--- config.mk ---
export PLATFORM = sky130hd
export DESIGN_NAME = dac_serial_rx_flat
export DESIGN_NICKNAME = d
export VERILOG_FILES = /design/src/rtl/dac_serial_rx_if.sv /design/src/rtl/dac_serial_rx.sv /design/src/flat_wrapper.sv
export SDC_FILE = /design/constraint.sdc
export NUM_CORES = 1
export LEC_CHECK = 0
export ABC_AREA = 1
export CAP_MARGIN = 20
export CORE_ASPECT_RATIO = 0.75
export CORE_UTILIZATION = 40
export CTS_CLUSTER_DIAMETER = 150
export DETAILED_ROUTE_END_ITERATION = 10
export RECOVER_POWER = 100
export SETUP_SLACK_MARGIN = 0.4
export SLEW_MARGIN = 20
export SYNTH_ARGS = -nofsm -noshare
export SYNTH_HDL_FRONTEND = slang
export SYNTH_SLANG_ARGS = --single-unit
--- constraint.sdc ---
create_clock -name clk -period 3.8 [get_ports clk]
set_clock_uncertainty 0.05 [all_clocks]
set_input_delay 0.76 -clock clk [delete_from_list [all_inputs] [get_ports clk]]
set_output_delay 0.76 -clock clk [all_outputs]
set_load 0.1 [all_outputs]
--- src/rtl/dac_serial_rx_if.sv ---
// Parallel stereo pair stream out of the DAC deserialiser.
// The master presents pairs; the slave accepts with out_ready.
interface dac_serial_rx_if #(
    parameter int WIDTH = 16
);
    logic [WIDTH-1:0] out_left;
    logic [WIDTH-1:0] out_right;
    logic             out_valid;
    logic             out_ready;

    modport master (
        output out_left,
        output out_right,
        output out_valid,
        input  out_ready
    );

    modport slave (
        input  out_left,
        input  out_right,
        input  out_valid,
        output out_ready
    );
endinterface

--- src/rtl/dac_serial_rx.sv ---
// 3-wire audio DAC stream deserialiser: oversamples bitck/lrck/data,
// frames left/right words and presents stereo pairs with valid/ready.
module dac_serial_rx #(
    parameter int WIDTH   = 16,
    parameter int TIMEOUT = 255
) (
    input  logic          clk,
    input  logic          rst,
    input  logic          s_bitck,
    input  logic          s_lrck,
    input  logic          s_dat,
    dac_serial_rx_if.master pair,
    output logic          locked,
    output logic          overrun,
    output logic          short_word
);
    localparam int CW = $clog2(WIDTH + 1);
    localparam logic [CW-1:0] FULL = CW'(WIDTH);
    localparam logic [CW-1:0] ONE  = CW'(1);
    localparam logic [7:0]    TO   = 8'(TIMEOUT);

    typedef enum logic [1:0] {HUNT, LEFT, RIGHT} state_t;

    state_t state, state_n;

    logic bck_s1, bck_s2, bck_s3;
    logic lr_s1, lr_s2;
    logic dat_s1, dat_s2;
    logic ev, ev_lr, ev_dat;

    logic             prev_lr, prev_n;
    logic [WIDTH-1:0] sh, sh_n;
    logic [CW-1:0]    cnt, cnt_n;
    logic [WIDTH-1:0] hold, hold_n;
    logic [WIDTH-1:0] left_q, left_n;
    logic [WIDTH-1:0] right_q, right_n;
    logic             valid_q, valid_n;
    logic             locked_n, overrun_n, short_n;
    logic [7:0]       tcnt, tcnt_n;

    logic rise, fall, pair_done;

    assign pair.out_left  = left_q;
    assign pair.out_right = right_q;
    assign pair.out_valid = valid_q;

    // Synchronise the serial lines and register the bit event with its data.
    always_ff @(posedge clk or posedge rst) begin
        if (rst) begin
            bck_s1 <= 1'b0;
            bck_s2 <= 1'b0;
            bck_s3 <= 1'b0;
            lr_s1  <= 1'b0;
            lr_s2  <= 1'b0;
            dat_s1 <= 1'b0;
            dat_s2 <= 1'b0;
            ev     <= 1'b0;
            ev_lr  <= 1'b0;
            ev_dat <= 1'b0;
        end else begin
            bck_s1 <= s_bitck;
            bck_s2 <= bck_s1;
            bck_s3 <= bck_s2;
            lr_s1  <= s_lrck;
            lr_s2  <= lr_s1;
            dat_s1 <= s_dat;
            dat_s2 <= dat_s1;
            ev     <= bck_s2 & ~bck_s3;
            ev_lr  <= lr_s2;
            ev_dat <= dat_s2;
        end
    end

    // Framing state register.
    always_ff @(posedge clk or posedge rst) begin
        if (rst) state <= HUNT;
        else     state <= state_n;
    end

    // Word accumulator, output pair and status registers.
    // prev_lr resets high so a stream starting on a left word frames at once.
    always_ff @(posedge clk or posedge rst) begin
        if (rst) begin
            prev_lr    <= 1'b1;
            sh         <= '0;
            cnt        <= '0;
            hold       <= '0;
            left_q     <= '0;
            right_q    <= '0;
            valid_q    <= 1'b0;
            locked     <= 1'b0;
            overrun    <= 1'b0;
            short_word <= 1'b0;
            tcnt       <= '0;
        end else begin
            prev_lr    <= prev_n;
            sh         <= sh_n;
            cnt        <= cnt_n;
            hold       <= hold_n;
            left_q     <= left_n;
            right_q    <= right_n;
            valid_q    <= valid_n;
            locked     <= locked_n;
            overrun    <= overrun_n;
            short_word <= short_n;
            tcnt       <= tcnt_n;
        end
    end

    assign rise = ev && (ev_lr != prev_lr) && ev_lr;
    assign fall = ev && (ev_lr != prev_lr) && !ev_lr;

    // Next-state, word assembly, pair handoff and timeout.
    always_comb begin
        state_n   = state;
        prev_n    = prev_lr;
        sh_n      = sh;
        cnt_n     = cnt;
        hold_n    = hold;
        left_n    = left_q;
        right_n   = right_q;
        valid_n   = valid_q & ~pair.out_ready;
        locked_n  = locked;
        overrun_n = 1'b0;
        short_n   = 1'b0;
        pair_done = 1'b0;
        tcnt_n    = (tcnt == 8'hFF) ? tcnt : tcnt + 8'd1;

        if (ev) begin
            prev_n = ev_lr;
            tcnt_n = '0;
        end

        if (!ev && tcnt >= TO) begin
            state_n  = HUNT;
            locked_n = 1'b0;
            sh_n     = '0;
            cnt_n    = '0;
        end else begin
            unique case (state)
                HUNT: begin
                    if (fall) begin
                        sh_n = '0;
                        sh_n[WIDTH-1] = ev_dat;
                        cnt_n   = ONE;
                        state_n = LEFT;
                    end
                end
                LEFT, RIGHT: begin
                    if ((state == LEFT && rise) ||
                        (state == RIGHT && fall)) begin
                        short_n = (cnt < FULL);
                        if (state == LEFT) begin
                            hold_n   = sh;
                            locked_n = 1'b1;
                            state_n  = RIGHT;
                        end else begin
                            pair_done = 1'b1;
                            state_n   = LEFT;
                        end
                        sh_n = '0;
                        sh_n[WIDTH-1] = ev_dat;
                        cnt_n = ONE;
                    end else if (ev && cnt < FULL) begin
                        for (int i = 0; i < WIDTH; i++) begin
                            if (i == WIDTH - 1 - int'(cnt))
                                sh_n[i] = ev_dat;
                        end
                        cnt_n = cnt + ONE;
                    end
                end
                default: state_n = HUNT;
            endcase
        end

        if (pair_done) begin
            if (!valid_q || pair.out_ready) begin
                left_n  = hold;
                right_n = sh;
                valid_n = 1'b1;
            end else begin
                overrun_n = 1'b1;
            end
        end
    end
endmodule
--- src/flat_wrapper.sv ---
// flat-port wrapper written by rule: the top's interface ports become plain ports
module dac_serial_rx_flat 
#(
    parameter int WIDTH   = 16,
    parameter int TIMEOUT = 255
)
  (clk, rst, s_bitck, s_lrck, s_dat, locked, overrun, short_word, pair_out_left, pair_out_right, pair_out_valid, pair_out_ready);
  dac_serial_rx_if #(.WIDTH(WIDTH)) pair_i ();
  input  logic clk;
  input  logic rst;
  input  logic s_bitck;
  input  logic s_lrck;
  input  logic s_dat;
  output logic locked;
  output logic overrun;
  output logic short_word;
  output wire logic [$bits(pair_i.out_left)-1:0] pair_out_left;
  output wire logic [$bits(pair_i.out_right)-1:0] pair_out_right;
  output wire logic [$bits(pair_i.out_valid)-1:0] pair_out_valid;
  input wire logic [$bits(pair_i.out_ready)-1:0] pair_out_ready;
  assign pair_out_left = pair_i.out_left;
  assign pair_out_right = pair_i.out_right;
  assign pair_out_valid = pair_i.out_valid;
  assign pair_i.out_ready = pair_out_ready;
  dac_serial_rx #(.WIDTH(WIDTH), .TIMEOUT(TIMEOUT)) u_core (.clk(clk), .rst(rst), .s_bitck(s_bitck), .s_lrck(s_lrck), .s_dat(s_dat), .pair(pair_i), .locked(locked), .overrun(overrun), .short_word(short_word));
endmodule
==> flow_metrics.tcl <==
set metrics [dict create \
    finalHoldViolCount 0 \
    syn-cell-area_sq_um 4500 \
    fin_crit_sh 0.776 \
    die_area_sq_um 11700 \
    whs_path_depth 0 \
    ios 42 \
    drt_iter0_drc 186 \
    synthDistinctLibCells 33 \
    rr_startpoint "u_core.ev" \
    n_antenna_cell 0 \
    die_height_um 93.9 \
    synth_ff_type "dfrtp_1" \
    finish.utilization 0.472 \
    synth-warning-count 0 \
    grt_max_degree 57 \
    r2r_end "u_core.pair.out_right[12]" \
    crit_required_ps 3970 \
    cts_tree "done" \
    slowest_delay_ps 590 \
    first_pass_iters 4 \
    p_comb_frac 0.442 \
    cp_data_arrival_time_ps 3110 \
    routed_wl_mm 8.62 \
    relSlewSlack -0.196 \
    post-cts-setup-buffers 0 \
    power_density_nw_per_um2 824 \
    cp-start-kind "flop" \
    worstPathCellList "clkinvlp_2 > nor2_1 > nand2_2 > nand2_1 > inv_4 > nor2_1 > nand3_4 > clkbuf_1 > nand2_1 > o21ai_0" \
    intPower_mw 2.32 \
    power.switching_mw 1.94 \
    layout_common_cells "127 x nand2_1, 93 x dfrtp_1, 70 x o21ai_0, 57 x inv_1, 52 x nand3_1" \
    grt_pass1_wl_mm 14.8 \
    crit_slowest_cell "dfrtp_1" \
    ant_nets 0 \
    worstSetupPathType "reg2reg" \
    numCtsBuffers 9 \
    die_w_um 125 \
    synth_top_area_share 0.517 \
    path_clk_slew_ps 70 \
    outcome "finished, violations left" \
    synth.yosys.seq_area_share 0.523 \
    switching_share 0.455 \
    r2r_slack_ps 850 \
    layout_commonest_cell "nand2_1" \
    htreeDepth 3 \
    min_period_ps 2950 \
    avgSynthCellArea_sq_um 8.81 \
    clock-root-buffer "clkbuf_16" \
    antenna_found_initial 0 \
    rsz0062_at_grt "no" \
    place_congestion 0.848 \
    area_growth_pct 14.7 \
    async_flop_share 1.00 \
    fin_setup_tns_ps 0 \
    portBuffers 41 \
    crit_path_end_kind "flop" \
    whs_endpoint "u_core.ev_lr" \
    fin_nets 561 \
    critPathBufInv 3 \
    postCtsResizedCells 0 \
    whs_ps 300 \
    cap_violations 1 \
    path_max_fanout 46 \
    r2r_cells 10 \
    drive_gt1_frac 0.0638 \
    power.leakage_nw 2.52 \
    crit_family "simple AND/OR/NAND/NOR gates" \
    synthCells 511 \
    synth_nets 528 \
    min_path_type "reg2reg" \
    violations "capacitance limit, slew limit" \
    hpwl_mm 5.83 \
    insertion_delay_ps 340 \
    wl_per_cell_um 12.5 \
    vias 3342 \
    max_freq_mhz 339 \
    holdCritStartpoint "u_core.lr_s2" \
    synth_top_cell_by_area "dfrtp_1" \
    cts.sinks 94 \
    first_global_vias 3012 \
    cts_hold_buf 0 \
    pwr-share-seq 0.321 \
    start_util 0.412 \
    avgViaCountPerCell 4.85 \
    drc 0 \
    gr-total-overflow 0 \
    synth_edf_count 0 \
    setup_violations 0 \
    clockPowerShare 0.237 \
    tightest_slew_ps 1780 \
    max-vdd-ir-drop_v 0.000292 \
    track_usage 0.160 \
    ys_seq_elements 94 \
    maxSlewViolCount 39 \
    synth_area_leaders "dfrtp_1 52%, nand2_1 10%, o21ai_2 6.2%, nand3_1 5.8%, inv_1 4.8%" \
    cts_buffer_depth 2 \
    core_sq_um 10900 \
    dpl_cell_area_sq_um 4970 \
    rows 33 \
    stdcell_area_sq_um 5160 \
    finalPower_mw 4.26 \
]
[sequential cells by signal, indices dropped and copies added, names as in the netlist]
signal / cells
u_core.dat_s2: 1
u_core.cnt: 5
u_core.dat_s1: 1
u_core.short_word: 1
u_core.bck_s2: 1
u_core.overrun: 1
u_core.ev: 1
u_core.lr_s2: 1
u_core.bck_s1: 1
u_core.tcnt: 8
u_core.ev_dat: 1
u_core.prev_lr: 1
u_core.hold: 16
u_core.state: 2
u_core.pair.out_right: 16
u_core.ev_lr: 1
u_core.locked: 1
u_core.pair.out_left: 16
u_core.sh: 16
u_core.bck_s3: 1
u_core.pair.out_valid: 1
u_core.lr_s1: 1
[synthesized netlist by cell type (3+ instances only)]
library cell,n
buf_4,3
nor2_1,41
a21oi_1,6
clkbuf_1,6
nand4_1,3
nand2_1,125
buf_2,6
o21ai_0,41
ha_1,11
nor3_1,3
nand3_1,52
inv_1,58
o21ai_2,32
dfrtp_1,93
buf_6,7
nor2_4,3
[routing by layer]
metal | up-vias | part of all wire | track usage
met5 | - | 0 | 0
met4 | 0 | 0.015 | 0.0612
met3 | 9 | 0.052 | 0.0421
met2 | 98 | 0.40 | 0.229
met1 | 1527 | 0.53 | 0.231
li1 | 1708 | - | -
[area by class of cell]
type	instances	area [sq um]
clock buffer	10	239
clock inverter	6	100
fill	1072	5780
inverter	61	234
multi-input combinational	333	1620
sequential	94	2350
tap	140	175
timing repair buffer	45	442
[stage by stage]
stage,instances,setup WS (ps)
finish,689,852
global route,689,481
CTS,689,1110
detailed placement,673,1150
global placement,673,1180
floorplan,511,543
[power groups by stage]
stage | logic (mW) | registers, mW | clock network [mW]
3_3_place_gp | 1.96 | 1.38 | 0
4_1_cts | 2.00 | 1.37 | 1.03
2_1_floorplan | 1.05 | 1.94 | 0
3_5_place_dp | 1.99 | 1.39 | 0
6_report | 1.88 | 1.37 | 1.01
5_1_grt | 2.09 | 1.40 | 1.08
[worst register-to-register path: stages (launching register included)]
cell and delay [ps]:
dfrtp_1 590, clkinvlp_2 400, nor2_1 210, nand2_2 70, nand2_1 170, inv_4 130, nor2_1 230, nand3_4 400
clkbuf_1 370, nand2_1 120, o21ai_0 80
[cells by family (layout without fill, tap and decap cells)]
group	Yosys count	after routing	synth area share
flip-flops	94	94	0.523
buffers and inverters	84	122	0.0872
AO/OA/AOI/OAI	85	85	0.128
adder cells (fa/ha/maj)	11	11	0.0306
AND/OR/NAND/NOR	235	235	0.228
XOR/XNOR	2	2	0.00389
[how the worst max path moves through the flow]
stage,from,to,slack (ps),cells after the start
floorplan,rst,u_core.bck_s1,540,1
global placement,pair_out_ready,u_core.pair.out_right[12],1180,7
detailed placement,pair_out_ready,u_core.pair.out_right[12],1150,7
CTS,u_core.pair.out_left[9],pair_out_left[9],1110,1
global route,u_core.tcnt[0],u_core.cnt[2],480,7
finish,u_core.ev,u_core.pair.out_right[12],850,10
Note: power is estimated with default switching activity, not from simulation.
